**src/rtl/rtlmem_2rw2x_ctrl.sv**
```systemverilog
// Port-A request controller for the 2-port, 2-cycle-read shared RAM.
// Sequences the RAM clear, issues one command per cycle while credits remain,
// and returns read data in order through a credit-protected response FIFO.
// Optional even parity on the RAM word: define RTLMEM_2RW2X_CTRL_PARITY_EN.
//
// state    | meaning
// ST_CLR   | RAM clear in progress, clren high, no commands taken
// ST_RUN   | normal operation, commands accepted while credits remain
// ST_DRAIN | re-clear requested, waiting for the read pipeline to empty
module rtlmem_2rw2x_ctrl #(
  parameter int G_ADDR      = 10,
  parameter int G_WIDTH     = 16,
  parameter int G_RSP_DEPTH = 4
) (
  input  logic               clk_a,
  input  logic               rst_n,
  input  logic               init_req,
  output logic               init_done,
  input  logic               cmd_vld,
  output logic               cmd_rdy,
  input  logic               cmd_we,
  input  logic [G_ADDR-1:0]  cmd_ad,
  input  logic [G_WIDTH-1:0] cmd_di,
  output logic               rsp_vld,
  input  logic               rsp_rdy,
  output logic [G_WIDTH-1:0] rsp_do,
  output logic               rsp_err,
  output logic               clren,
  input  logic               clrrdy,
  output logic [G_ADDR-1:0]  memad_a,
  output logic               memwe_a,
`ifdef RTLMEM_2RW2X_CTRL_PARITY_EN
  output logic [G_WIDTH:0]   memdi_a,
`else
  output logic [G_WIDTH-1:0] memdi_a,
`endif
  output logic               memre_a,
`ifdef RTLMEM_2RW2X_CTRL_PARITY_EN
  input  logic [G_WIDTH:0]   memdo_a
`else
  input  logic [G_WIDTH-1:0] memdo_a
`endif
);

`ifdef RTLMEM_2RW2X_CTRL_PARITY_EN
  localparam int P = 1;
`else
  localparam int P = 0;
`endif
  localparam int DW = G_WIDTH + P;
  localparam int CW = $clog2(G_RSP_DEPTH + 1);
  localparam logic [CW-1:0] DEPTH_C = CW'(G_RSP_DEPTH);
  localparam logic [CW-1:0] ONE_C   = CW'(1);

  typedef enum logic [1:0] {ST_CLR = 2'd0, ST_RUN = 2'd1, ST_DRAIN = 2'd2} state_t;

  state_t              state_q, state_d;
  logic [CW-1:0]       out_cnt_q, out_cnt_d;
  logic [CW-1:0]       fcnt_q, fcnt_d, wr_idx;
  logic [G_ADDR-1:0]   memad_q, memad_d;
  logic [DW-1:0]       memdi_q, memdi_d;
  logic                memwe_q, memwe_d, memre_q, memre_d;
  logic                re_d1_q, re_d1_d, re_d2_q, re_d2_d;
  logic [G_WIDTH-1:0]  fdat_q [G_RSP_DEPTH];
  logic [G_WIDTH-1:0]  fdat_d [G_RSP_DEPTH];
`ifdef RTLMEM_2RW2X_CTRL_PARITY_EN
  logic                ferr_q [G_RSP_DEPTH];
  logic                ferr_d [G_RSP_DEPTH];
`endif
  logic                accept, rd_acc, push, pop, pipe_empty;

  assign accept     = cmd_vld && cmd_rdy;
  assign rd_acc     = accept && !cmd_we;
  assign push       = re_d2_q;
  assign rsp_vld    = (fcnt_q != '0);
  assign pop        = rsp_vld && rsp_rdy;
  assign pipe_empty = !(memre_q || re_d1_q || re_d2_q);

  // Next state and state-derived outputs; a re-clear request closes cmd_rdy at once
  always_comb begin
    state_d   = state_q;
    cmd_rdy   = 1'b0;
    clren     = 1'b0;
    init_done = 1'b0;
    case (state_q)
      ST_CLR: begin
        clren = 1'b1;
        if (clrrdy) state_d = ST_RUN;
      end
      ST_RUN: begin
        init_done = 1'b1;
        if (init_req) state_d = ST_DRAIN;
        else          cmd_rdy = (out_cnt_q < DEPTH_C);
      end
      ST_DRAIN: begin
        if (pipe_empty) state_d = ST_CLR;
      end
      default: state_d = ST_CLR;
    endcase
  end

  // RAM command register and read-latency tracking pipeline
  always_comb begin
    memad_d = memad_q;
    memdi_d = memdi_q;
    memwe_d = accept && cmd_we;
    memre_d = rd_acc;
    re_d1_d = memre_q;
    re_d2_d = re_d1_q;
    if (accept) memad_d = cmd_ad;
    if (accept && cmd_we) begin
`ifdef RTLMEM_2RW2X_CTRL_PARITY_EN
      memdi_d = {^cmd_di, cmd_di};
`else
      memdi_d = cmd_di;
`endif
    end
  end

  // Credits: a read holds one from acceptance until its response is popped
  always_comb begin
    out_cnt_d = out_cnt_q;
    if (rd_acc && !pop)      out_cnt_d = out_cnt_q + ONE_C;
    else if (!rd_acc && pop) out_cnt_d = out_cnt_q - ONE_C;
  end

  // Shifting response FIFO; entry 0 is the registered head
  always_comb begin
    fdat_d = fdat_q;
`ifdef RTLMEM_2RW2X_CTRL_PARITY_EN
    ferr_d = ferr_q;
`endif
    fcnt_d = fcnt_q;
    wr_idx = pop ? (fcnt_q - ONE_C) : fcnt_q;
    if (pop) begin
      for (int i = 0; i < G_RSP_DEPTH - 1; i++) begin
        fdat_d[i] = fdat_q[i+1];
`ifdef RTLMEM_2RW2X_CTRL_PARITY_EN
        ferr_d[i] = ferr_q[i+1];
`endif
      end
      fdat_d[G_RSP_DEPTH-1] = '0;
`ifdef RTLMEM_2RW2X_CTRL_PARITY_EN
      ferr_d[G_RSP_DEPTH-1] = 1'b0;
`endif
    end
    if (push) begin
      for (int i = 0; i < G_RSP_DEPTH; i++) begin
        if (wr_idx == CW'(i)) begin
          fdat_d[i] = memdo_a[G_WIDTH-1:0];
`ifdef RTLMEM_2RW2X_CTRL_PARITY_EN
          ferr_d[i] = ^memdo_a;
`endif
        end
      end
    end
    if (push && !pop)      fcnt_d = fcnt_q + ONE_C;
    else if (!push && pop) fcnt_d = fcnt_q - ONE_C;
  end

  // State registers; reset flushes credits, read pipeline and FIFO
  always_ff @(posedge clk_a) begin
    if (!rst_n) begin
      state_q   <= ST_CLR;
      out_cnt_q <= '0;
      fcnt_q    <= '0;
      memad_q   <= '0;
      memdi_q   <= '0;
      memwe_q   <= 1'b0;
      memre_q   <= 1'b0;
      re_d1_q   <= 1'b0;
      re_d2_q   <= 1'b0;
      fdat_q    <= '{default: '0};
`ifdef RTLMEM_2RW2X_CTRL_PARITY_EN
      ferr_q    <= '{default: 1'b0};
`endif
    end else begin
      state_q   <= state_d;
      out_cnt_q <= out_cnt_d;
      fcnt_q    <= fcnt_d;
      memad_q   <= memad_d;
      memdi_q   <= memdi_d;
      memwe_q   <= memwe_d;
      memre_q   <= memre_d;
      re_d1_q   <= re_d1_d;
      re_d2_q   <= re_d2_d;
      fdat_q    <= fdat_d;
`ifdef RTLMEM_2RW2X_CTRL_PARITY_EN
      ferr_q    <= ferr_d;
`endif
    end
  end

  assign memad_a = memad_q;
  assign memdi_a = memdi_q;
  assign memwe_a = memwe_q;
  assign memre_a = memre_q;
  assign rsp_do  = fdat_q[0];
`ifdef RTLMEM_2RW2X_CTRL_PARITY_EN
  assign rsp_err = ferr_q[0];
`else
  assign rsp_err = 1'b0;
`endif

  // The credit rule makes a push into a full FIFO impossible
  a_no_overflow: assert property (@(posedge clk_a) disable iff (!rst_n)
    !(push && !pop && (fcnt_q == DEPTH_C)));
  a_one_enable: assert property (@(posedge clk_a) !(memwe_q && memre_q));

endmodule

```
**config.mk**
```make
export PLATFORM = sky130hd
export DESIGN_NAME = rtlmem_2rw2x_ctrl
export DESIGN_NICKNAME = d
export VERILOG_FILES = /design/src/rtl/rtlmem_2rw2x_ctrl.sv
export SDC_FILE = /design/constraint.sdc
export NUM_CORES = 1
export LEC_CHECK = 0
export BUFFER_PORTS_ARGS = -buffer_cell sky130_fd_sc_hd__buf_2
export CORE_MARGIN = 3
export CORE_UTILIZATION = 58
export CTS_CLUSTER_DIAMETER = 100
export DETAILED_ROUTE_END_ITERATION = 7
export PLACE_DENSITY = 0.84
export RECOVER_POWER = 100
export SETUP_SLACK_MARGIN = 0.3
export SLEW_MARGIN = 20
export SYNTH_ARGS = -nofsm -noshare
export SYNTH_HDL_FRONTEND = slang
export SYNTH_SLANG_ARGS = --single-unit
```
**constraint.sdc**
```tcl
create_clock -name clk_a -period 6 [get_ports clk_a]
set_clock_uncertainty 0.15 [all_clocks]
set_input_delay 0.9 -clock clk_a [delete_from_list [all_inputs] [get_ports clk_a]]
set_output_delay 0.9 -clock clk_a [all_outputs]
set_load 0.03 [all_outputs]
```
After elaboration in Yosys (flattened, before gate mapping)
Index checks and enable logic that the tools add are counted.
W data, S select, Z words.
Word-level totals
  register bits after elaboration: 102
  bits of input ports: 49
  output and inout bits: 49
  word-level logic and storage cells: 65
Operators by class
  add/sub/neg operators: 4
  magnitude comparators: 1
  equal/unequal tests: 8
  multiplexer cells: 19
  reduce and logical (&&, ||, !) cells: 20
Operators by type and width (count)
  $mux W64: 2
  $mux W16: 4
  $mux W3: 5
  $logic_and A1 B1 Y1: 8
  $add A3 B1 Y3 const B: 2
  $eq A3 B2 Y1 const B: 2
  $mux W2: 3
  $ne A2 B2 Y1 const B: 3
  $pmux W2 S3: 1
  $sub A3 B1 Y3 const B: 2
  $logic_not A1 Y1: 4
  $mux W1: 4
  $reduce_bool A2 Y1: 2
  $eq A3 B1 Y1 const B: 1
  $logic_not A3 Y1: 1
  $lt A3 B3 Y1 const B: 1
  $reduce_and A3 Y1: 1
  $reduce_bool A3 Y1: 1
  $eq A2 B1 Y1 const B: 1
  $eq A2 B2 Y1 const B: 1
  $logic_not A2 Y1: 1
  $logic_or A1 B1 Y1: 2

Logic depth before layout (Yosys ltp)
Gate-level depths: netlist (run 1).
  depth after elaboration: 9
  mapped depth: 13
  mapped depth without buffers: 10

Least setup slack after synthesis (run 1)
Ideal clock, no wire load.
  path kind: register to register
  start point: reg fcnt_q[0]
  end point: reg out_cnt_q[2]
  data arrival time: 2.791 ns
  slack: 2.984 ns
  cell stages (with the launch flop): 14
  period minus slack after synthesis: 3.016 ns
  path through: dfxtp_1 -> inv_1 -> ha_1 -> nand2b_4 -> nand2_1 -> buf_2 -> buf_2 -> clkbuf_8 -> ha_1 -> inv_1 -> fa_1 -> xor2_1 -> or3_1 -> a21boi_0
Between the ends
  word-level cells in the longest chain between the ends: 5
  elaborated cells on any way between the ends: 7
  classes of those cells: mux (1); reduce/logical (6)
Ends and longest elaborated chain
  start: declaration: line 59  | logic [CW-1:0] fcnt_q, fcnt_d, wr_idx;
  start signal: assignment: line 180  | fcnt_q <= fcnt_d;
  $reduce_bool A3 Y1 (*): line 75  | assign rsp_vld = (fcnt_q != '0);
  via rsp_vld: line 24  | output logic rsp_vld,
  $logic_and A1 B1 Y1 (*): line 76  | assign pop = rsp_vld && rsp_rdy;
  $logic_not A1 Y1: line 123  | if (rd_acc && !pop) out_cnt_d = out_cnt_q + ONE_C;
  $logic_and A1 B1 Y1: line 123
  $mux W3 or $reduce_bool A2 Y1 (tied branches)
  end signal: assignment: line 179  | out_cnt_q <= out_cnt_d;
  end: declaration: line 58  | logic [CW-1:0] out_cnt_q, out_cnt_d;
The timed path passes the listed nets; every way through them passes the cells marked *.
A chain may end at the register's enable or synchronous reset.

Worst setup path in the final report (run 1)
  start point: in init_req
  end point: reg out_cnt_q[2]
Between the ends
  word-level cells in the longest chain between the ends: 7
  elaborated cells on any way between the ends: 9
  classes of those cells: mux (3); reduce/logical (6)
Ends and longest elaborated chain
  start: declaration: line 17  | input logic init_req,
  $mux W1 (*): line 92  | if (init_req) state_d = ST_DRAIN;
  $mux W1 (*): line 85  | case (state_q)
  $logic_and A1 B1 Y1 (*): line 72  | assign accept = cmd_vld && cmd_rdy;
  $logic_and A1 B1 Y1 (*): line 73  | assign rd_acc = accept && !cmd_we;
  via memre_d: line 62  | logic memwe_q, memwe_d, memre_q, memre_d;
  $logic_not A1 Y1: line 124  | else if (!rd_acc && pop) out_cnt_d = out_cnt_q - ONE_C;
  $logic_and A1 B1 Y1: line 124
  $reduce_bool A2 Y1 (no source line)
Marked as above.

==> results of run 1 <==
==> metrics by stage <==
stage               hold slack (ns)  setup slack [ns]  util (%)
floorplan                    0.2811             2.984         -
global placement             0.2915             2.710     65.37
detailed placement           0.2941             2.600     65.37
CTS                          0.3162             2.966     67.91
global route                 0.3430             2.315     66.77
finish                       0.3243             2.596     66.77
==> registers in the layout, summed over array words and instances (netlist names) <==
name and flops:
out_cnt_q 3, push 1, memre_a 1, fcnt_q 3, rsp_do 16, memdi_a 16, fdat_q 48, re_d1_q 1
state_q 2, memwe_a 1, memad_a 10
==> synth_stat cells, types with 2 or more instances <==
cell type,n
or3_1,3
nand3_1,43
ha_1,5
buf_2,6
o221ai_1,2
mux2_2,16
o21ai_0,47
mux2i_1,51
nor2_1,4
and2_1,7
and3_1,2
xor2_1,2
buf_4,17
a21oi_1,34
nand2_1,63
o21ai_1,4
nor3_1,2
nor2b_1,3
dfxtp_1,102
buf_6,2
a21boi_0,27
inv_1,5
clkbuf_8,5
clkbuf_1,22
xnor2_1,2
==> cell type report <==
type,count,area (um^2)
Fill cell,635,2475
Multi-Input combinational cell,332,2142
Sequential cell,102,2042
Timing Repair Buffer,102,456.7
Clock buffer,10,137.6
Tap cell,99,123.9
Clock inverter,6,51.30
Inverter,5,18.77
==> worst paths after layout <==
kind,startpoint,to,cells after the start
max,init_req,out_cnt_q[2]$_SDFFE_PN0P_,11
min,memdi_a[5]$_SDFFE_PN0P_,memdi_a[5]$_SDFFE_PN0P_,2
max reg2reg,state_q[0]$_SDFFE_PN0P_,out_cnt_q[2]$_SDFFE_PN0P_,10
min reg2reg,memdi_a[5]$_SDFFE_PN0P_,memdi_a[5]$_SDFFE_PN0P_,2
==> report_power, final <==
part | total, mW | internal [mW] | switching, mW
sequential | 0.730 | 0.702 | 0.0280
combinational | 0.430 | 0.168 | 0.262
clock | 0.419 | 0.169 | 0.249
total | 1.58 | 1.04 | 0.540
==> metal layers <==
metal  track usage, %  share of wire, %  up-vias  wire length (um)
li1                 -                 -     1824                 -
met1            24.06                43     1703              3972
met2            39.11                53       64              4916
met3            3.665               3.6        9               332
met4            6.370               1.0        0                94
met5                0                 0        -                 0
==> worst register-to-register path, delay by kind of cell, from the launching register on <==
kind,cells,cell delay [ns]
AO/OA/AOI/OAI,1,0.15
XOR/XNOR,1,0.16
adder cells (fa/ha/maj),2,0.58
buffers and inverters,2,0.52
flip-flops,1,0.42
AND/OR/NAND/NOR,4,1.13
==> logic make-up after synthesis <==
kind of cell,Yosys count
simple gates,134
xor+xnor,4
other cells,1
compound gates,120
flops,102
buf+inv,59
mux,67
fa+ha+maj,6
==> results.toml, run 1 <==
[timing]
slew_viol_final = 0
setup_tns_ns = 0
max_freq_ghz = 0.2938
post-route-period-util_pct = 56.73
hold_violations = 0
setup_viol = 0
worst_pin_slew_ns = 1.309
rsz0062_at_grt = "false"
relSlewSlack_pct = 12.72
final.min_clock_period_ns = 3.404

[critical_path]
crit_buf_inv = 3
reg2reg_slack_ns = 2.82
crit_required_ns = 6.14
cp_top_family = "simple AND/OR/NAND/NOR gates"
crit_type = "in -> reg"
crit_top_cell = "clkbuf_1"
cp-end-kind = "register"
crit_slowest_cell = "clkbuf_1"
crit_chain = "clkbuf_1 -> nor4b_1 -> clkbuf_1 -> nand2_1 -> nor2_1 -> ha_1 -> inv_1 -> fa_1 -> xor2_1 -> or3_1 -> a21boi_0"
cp_max_fo = 14
slowest_delay_ns = 0.46
startpoint_type = "primary input"
critPathArrivalTime_ns = 3.54

[route]
viasPerCell = 5.488
first_pass_iters = 4
drcViolationCount = 0
drt-total-wl_mm = 9.315
post_drt_wl_per_cell_um = 14.20
dr.first_iter.drc_count = 100
postRouteAntennaNets = 0
via_count = 3600

[layout]
diodes = 0
fin_area_um2 = 4972
layout_common_cells = "102 x dfxtp_1, 63 x nand2_1, 51 x o21ai_0, 51 x mux2i_1, 51 x clkbuf_1"
final_cells = 656
layout_commonest_cell = "dfxtp_1"
drive_gt1_share_pct = 15.44
area_delta_synth_final_pct = 9.056
nets = 607

[placed_design]
dp.cells = 640
place_area_um2 = 4868
gp_congestion = 0.7618
dp_hpwl_mm = 6.237
port_buffers = 96

[global_routing]
gr-total-overflow = 0
grt_pass1_vias = 3468
antenna_found_initial = 0
grt_pass1_wl_mm = 15.19
grt_max_degree = 119
track_usage_pct = 20.92

[synth]
synth-compound-area-share_pct = 15.15
synth_edf_count = 0
ys_seq_elements = 102
synthMuxAreaShare_pct = 15.15
yosysSeqAreaShare_pct = 44.79
avgSynthCellArea_um2 = 9.248
ys.flop_type = "dfxtp_1"
synth_top_area_cell = "dfxtp_1"
synthArstFlopShare_pct = 0
synth_top_family_by_area = "multiplexers"
synthSimpleGateAreaFrac_pct = 14.05
synth_top_area_share_pct = 44.79
yosys-top-cells-area = "dfxtp_1 45%, mux2i_1 11%, nand2_1 5.2%"
synth_cell_types = 42
synthXorXnorAreaFrac_pct = 0.7684
synth_cells = 493
syn_area_um2 = 4559
ys_warn_count = 0
synth_fa_ha_area_share_pct = 1.811
syn-num-nets = 548

[clock_network]
post_cts_buffers = 0
insertion_delay_ns = 0.36
path_clk_slew_ns = 0.10
cts.path.max_buffers = 2
cts_resized = 0
cts-root-buf = "clkbuf_8"
cts_tree = "built"
cts_sinks = 102
cts_hold_buffers = 0
numCtsBuffers = 9
h-tree-depth = 3

[floorplan]
fp.dieH_um = 94.66
die_w_um = 94.66
boundaryPins = 98
die_area_um2 = 8961
initial_core_util_pct = 61.22
rows = 31
core_um2 = 7447

[pwr]
ir_drop_v = 0.0002792
power_mw = 1.579
power_leakage_nw = 2.125
powerDensity_nw_per_um2 = 317.6

[status]
status = "finished, final reports clean"

[hold_path]
hp-class = "reg -> reg"

[flow_run]
max_cap_viol_count = 0
No activity file was read; power rests on OpenSTA's default activity.
==> run 2, diff against run 1 <==
CORE_UTILIZATION = 54   (was 58)
PLACE_DENSITY = 0.79   (was 0.84)
clock period = 3.5 ns   (was 6 ns; I/O delays follow)
==> run 2 against run 1 <==
Net effect:
- final cell count rose by 0.46%
- register-to-register slack got worse by 2.5 ns
- global-route usage fell by 1.1 points
- clock power rose by 65%
- setup slack got worse by 2.2 ns
- first-iteration DRC count rose by 18%
- combinational power rose by 73%
- the flow now finishes with violations (capacitance limit, slew limit)
- critical path depth fell by 3
==> results.toml, run 2 (synthesis results as in run 1) <==
[timing]
setup_viol = 0
setup_tns_ns = 0
post-route-period-util_pct = 89.50
layout_setup_ws_ns = 0.3674
hold_violations = 0
final.min_clock_period_ns = 3.133
worst_pin_slew_ns = 1.881
relSlewSlack_pct = -25.41
max_freq_ghz = 0.3192
rsz0062_at_grt = "false"
slew_viol_final = 119

[clock_network]
h-tree-depth = 3
cts-root-buf = "clkbuf_8"
numCtsBuffers = 9
cts_tree = "built"
post_cts_buffers = 0
path_clk_slew_ns = 0.09
cts_resized = 0
insertion_delay_ns = 0.36
cts.path.max_buffers = 2
cts_sinks = 102
cts_hold_buffers = 0

[layout]
layout_common_cells = "102 x dfxtp_1, 63 x nand2_1, 51 x mux2i_1"
regMostFlops = "fdat_q"
drive_gt1_share_pct = 15.62
area_delta_synth_final_pct = 9.001
final_cells = 659
largest_reg_flops = 48
nets = 607
multi_input_area_um2 = 2142
n_fill_cell = 733
seq_area_um2 = 2042
final_util_pct = 62.37
fin_area_um2 = 4970
layout_commonest_cell = "dfxtp_1"
diodes = 0

[critical_path]
cp-end-kind = "register"
crit_chain = "inv_1 -> ha_1 -> nand2b_1 -> nand2_1 -> clkbuf_4 -> ha_1 -> or3_1 -> a21boi_0"
reg2reg_slack_ns = 0.37
startpoint_type = "register"
critPathArrivalTime_ns = 3.27
crit_slowest_cell = "clkbuf_4"
cp_top_family = "buffers and inverters"
r2r-start = "fcnt_q[0]$_SDFFE_PN0P_"
crit_cells = 8
cp_max_fo = 65
reg2reg_depth = 8
crit_required_ns = 3.64
crit_type = "reg -> reg"
crit_buf_inv = 2
crit_top_cell = "ha_1"
timing.rr.end = "fcnt_q[2]$_SDFFE_PN0P_"
slowest_delay_ns = 0.79

[global_routing]
track_usage_pct = 19.83
grt_max_degree = 119
antenna_found_initial = 0
grt_pass1_vias = 3554
gr-total-overflow = 0
grt_pass1_wl_mm = 15.99

[route]
dr.first_iter.drc_count = 118
first_pass_iters = 4
drcViolationCount = 0
post_drt_wl_per_cell_um = 14.17
via_count = 3572
drt-total-wl_mm = 9.336
postRouteAntennaNets = 0
viasPerCell = 5.420

[floorplan]
initial_core_util_pct = 57.22
boundaryPins = 98
die_w_um = 97.89
die_area_um2 = 9581
core_um2 = 7968
fp.dieH_um = 97.89
rows = 32

[placed_design]
port_buffers = 96
place_area_um2 = 4897
dp.cells = 643
dp_slack_ns = 0.6106
dp_hpwl_mm = 6.343
gp_congestion = 0.7759

[hold_path]
hp-start = "cmd_di[3]"
hp-class = "in -> reg"
hold_depth = 3
min_to = "memdi_a[3]$_SDFFE_PN0P_"

[pwr]
powerDensity_nw_per_um2 = 540.2
ir_drop_v = 0.0003994
power_leakage_nw = 2.132

[flow_run]
max_cap_viol_count = 1

[status]
status = "finished, violations left"
violations = "capacitance limit, slew limit"
-- run 2: cell types whose count changed in the layout (fill, tap and decap cells not counted), sizes merged --
cell      previous run  this run
clkinv               1         3
clkinvlp             1         0
inv                  9         8
-- run 2: how the worst max path moves through the flow --
stage                                start                   endpoint  slack [ns]
floorplan           fcnt_q[0]$_SDFFE_PN0P_  out_cnt_q[2]$_SDFFE_PN0P_        0.48
global placement                  init_req  out_cnt_q[2]$_SDFFE_PN0P_        0.72
detailed placement                init_req  out_cnt_q[2]$_SDFFE_PN0P_        0.61
CTS                 fcnt_q[0]$_SDFFE_PN0P_       fdat_q[6]$_SDFF_PN0_        0.58
global route        fcnt_q[0]$_SDFFE_PN0P_     fcnt_q[2]$_SDFFE_PN0P_        0.21
finish              fcnt_q[0]$_SDFFE_PN0P_     fcnt_q[2]$_SDFFE_PN0P_        0.37
-- run 2: per-stage QoR --
stage                     hold slack (ns)  power (mW)
after floorplan                    0.2811       1.904
after global placement             0.2882       2.030
after detailed placement           0.3078       2.054
after CTS                          0.2367       2.745
after global routing               0.2570       2.829
final                              0.2596       2.685
-- run 2: worst register-to-register path: cells and delay by family (launching register included) --
kind	cells	cell delay, ns
adders and majority gates	2	0.72
AOI/OAI and AO/OA	1	0.16
DFF	1	0.38
buffers and inverters	2	0.92
and+or+nand+nor	3	0.73
-- run 2: final cells by class --
cell class                 count  share of cell area, %
timing repair buffer         102                  9.189
multi-input combinational    332                  43.10
clock buffer                  10                  2.568
inverter                       5                 0.3776
tap                          102                  2.568
sequential                   102                  41.09
clock inverter                 6                  1.108
-- run 2: power breakdown --
| part | total, mW | leakage, nW | switching (mW) | internal [mW] |
|---|---|---|---|---|
| clock | 0.690 | 0.0934 | 0.417 | 0.273 |
| combinational | 0.746 | 1.22 | 0.451 | 0.296 |
| sequential | 1.25 | 0.823 | 0.0452 | 1.20 |
| total | 2.68 | 2.13 | 0.913 | 1.77 |
-- run 2: layer usage --
metal	track usage (%)	up-vias	part of all wire [%]
li1	-	1818	-
met1	23.51	1682	43
met2	35.76	62	52
met3	5.000	10	3.7
met4	4.899	0	0.97
met5	0	-	0
==> run 3, diff against run 2 <==
GPL_TIMING_DRIVEN = 0   (was unset)
MAX_ROUTING_LAYER = met4   (was unset)
==> run 3 against run 2 <==
Net effect:
- largest power group unchanged
- cell area increased by 7.8%
- clock power increased by 39%
- critical path depth increased by 5
- the run now ends clean
- final cell count increased by 7.1%
- critical path type unchanged
- utilization increased by 4.8 points
- combinational power increased by 15%
- critical endpoint is now out_cnt_q[2]$_SDFFE_PN0P_
==> results.toml, run 3 (synthesis results as in run 1) <==
[layout]
diodes = 0
drive_gt1_share_pct = 17.88
n_fill_cell = 698
nets = 654
regMostFlops = "fdat_q"
area_delta_synth_final_pct = 17.45
largest_reg_flops = 48
layout_common_cells = "102 x dfxtp_1, 75 x clkbuf_1, 63 x nand2_1"
layout_commonest_cell = "dfxtp_1"

[clock_network]
cts-root-buf = "clkbuf_8"
insertion_delay_ns = 0.35
cts_tree = "built"
path_clk_slew_ns = 0.09
numCtsBuffers = 9
cts_resized = 2
h-tree-depth = 3
cts_sinks = 102
cts.path.max_buffers = 2
cts_hold_buffers = 0
post_cts_buffers = 0

[floorplan]
die_area_um2 = 9581
core_um2 = 7968
die_w_um = 97.89
initial_core_util_pct = 57.22
rows = 32
fp.dieH_um = 97.89
boundaryPins = 98

[timing]
rsz0062_at_grt = "false"
post-route-period-util_pct = 86.11
setup_tns_ns = 0
slew_viol_final = 0
max_freq_ghz = 0.3318
hold_violations = 0
final.min_clock_period_ns = 3.014
layout_setup_ws_ns = 0.4861
relSlewSlack_pct = 49.34
setup_viol = 0
worst_pin_slew_ns = 0.7599

[route]
drcViolationCount = 0
dr.first_iter.drc_count = 175
first_pass_iters = 5
drt-total-wl_mm = 10.59
wl_met1_mm = 4.697
wl_met3_um = 408
route.met2.wl_mm = 5.309
viasPerCell = 5.438
post_drt_wl_per_cell_um = 15.00
top_layer_used = "met4"
postRouteAntennaNets = 0
via_count = 3839

[critical_path]
crit_type = "reg -> reg"
crit_cells = 13
crit_required_ns = 3.64
r2r-start = "fcnt_q[0]$_SDFFE_PN0P_"
endpoint = "out_cnt_q[2]$_SDFFE_PN0P_"
reg2reg_depth = 13
crit_buf_inv = 5
cp_top_family = "buffers and inverters"
slowest_delay_ns = 0.38
crit_chain = "inv_1 -> ha_4 -> nand2b_4 -> nand2_1 -> buf_4 -> buf_6 -> clkbuf_8 -> ha_1 -> inv_1 -> fa_1 -> xor2_1 -> or3_1 -> a21boi_0"
cp_max_fo = 11
cp-end-kind = "register"
crit_top_cell = "inv_1"
critPathArrivalTime_ns = 3.15
reg2reg_slack_ns = 0.49
startpoint_type = "register"
crit_start = "fcnt_q[0]$_SDFFE_PN0P_"
crit_slowest_cell = "dfxtp_1"
timing.rr.end = "out_cnt_q[2]$_SDFFE_PN0P_"

[placed_design]
port_buffers = 95
dp_hpwl_mm = 7.877
dp_slack_ns = 0.2005
gp_congestion = 0.8511

[pwr]
ir_drop_v = 0.0003513
p_switching_mw = 0.9287
p_int_mw = 2.142
sw_frac_of_total_pct = 30.25
clock_power_share_pct = 31.3
pwr-share-seq_pct = 40.7
combinationalPowerShare_pct = 28.1
power_leakage_nw = 2.329
power_mw = 3.070
powerDensity_nw_per_um2 = 573.3

[global_routing]
grt_max_degree = 17
antenna_found_initial = 0
grt_pass1_wl_mm = 17.80
grt_pass1_vias = 3820
gr-total-overflow = 0
track_usage_pct = 23.07

[status]
status = "finished, final reports clean"

[hold_path]
hp-class = "in -> reg"

[flow_run]
max_cap_viol_count = 0
[run 3: cell types whose count changed in the layout (fill, tap and decap cells not counted), moves of 2 or more]
cell	previous run	this run
clkinv_4	3	0
clkbuf_1	50	75
buf_4	2	18
bufinv_16	0	4
o221ai_1	0	2
clkbuf_8	9	15
o221ai_2	2	0
[run 3: routing by layer]
metal	global-route usage [%]	vias to the layer above
met5	-	-
met4	7.348	0
met3	4.857	14
met2	38.80	84
met1	27.65	1837
li1	-	1904
[run 3: worst min-delay path by stage]
stage	from	endpoint	slack, ns	depth (start not counted)
finish	cmd_di[12]	memdi_a[12]$_SDFFE_PN0P_	0.26	3
global route	cmd_di[14]	memdi_a[14]$_SDFFE_PN0P_	0.25	3
CTS	cmd_di[12]	memdi_a[12]$_SDFFE_PN0P_	0.25	3
detailed placement	re_d1_q$_SDFF_PN0_	push$_SDFF_PN0_	0.30	1
floorplan	re_d1_q$_SDFF_PN0_	push$_SDFF_PN0_	0.28	1
global placement	re_d1_q$_SDFF_PN0_	push$_SDFF_PN0_	0.29	1
[run 3: cell type report]
cell class | instances | area (um^2) | area share (%)
multi-input cells | 332 | 2150 | 40.14
flip-flops and latches | 102 | 2042 | 38.13
repair buffers | 95 | 415.4 | 7.757
plain buffers | 54 | 331.6 | 6.192
clock buffers | 11 | 141.4 | 2.640
clock inverters | 5 | 128.9 | 2.407
well taps | 102 | 127.6 | 2.383
inverters | 5 | 18.77 | 0.3505
[run 3: worst min-delay path, stage by stage]
cell and delay [ns]:
buf_2 0.09, nand2_1 0.04, a21boi_0 0.06
[run 3: power groups by stage]
stage	Combinational (mW)	Sequential, mW	Clock [mW]
2_1_floorplan	0.622	1.28	0
3_3_place_gp	0.805	1.27	0
3_5_place_dp	0.824	1.28	0
4_1_cts	0.842	1.25	0.975
5_1_grt	0.939	1.26	1.02
6_report	0.861	1.25	0.960
[run 3: through the flow]
step / instance area [um^2] / instances / hold slack (ns) / util [%]
2_1_floorplan: 4559 / 493 / 0.2811 / -
3_3_place_gp: 5162 / 690 / 0.2902 / 64.79
3_5_place_dp: 5162 / 690 / 0.3000 / 64.79
4_1_cts: 5438 / 706 / 0.2487 / 68.25
5_1_grt: 5355 / 706 / 0.2491 / 67.21
6_report: 5355 / 706 / 0.2562 / 67.21
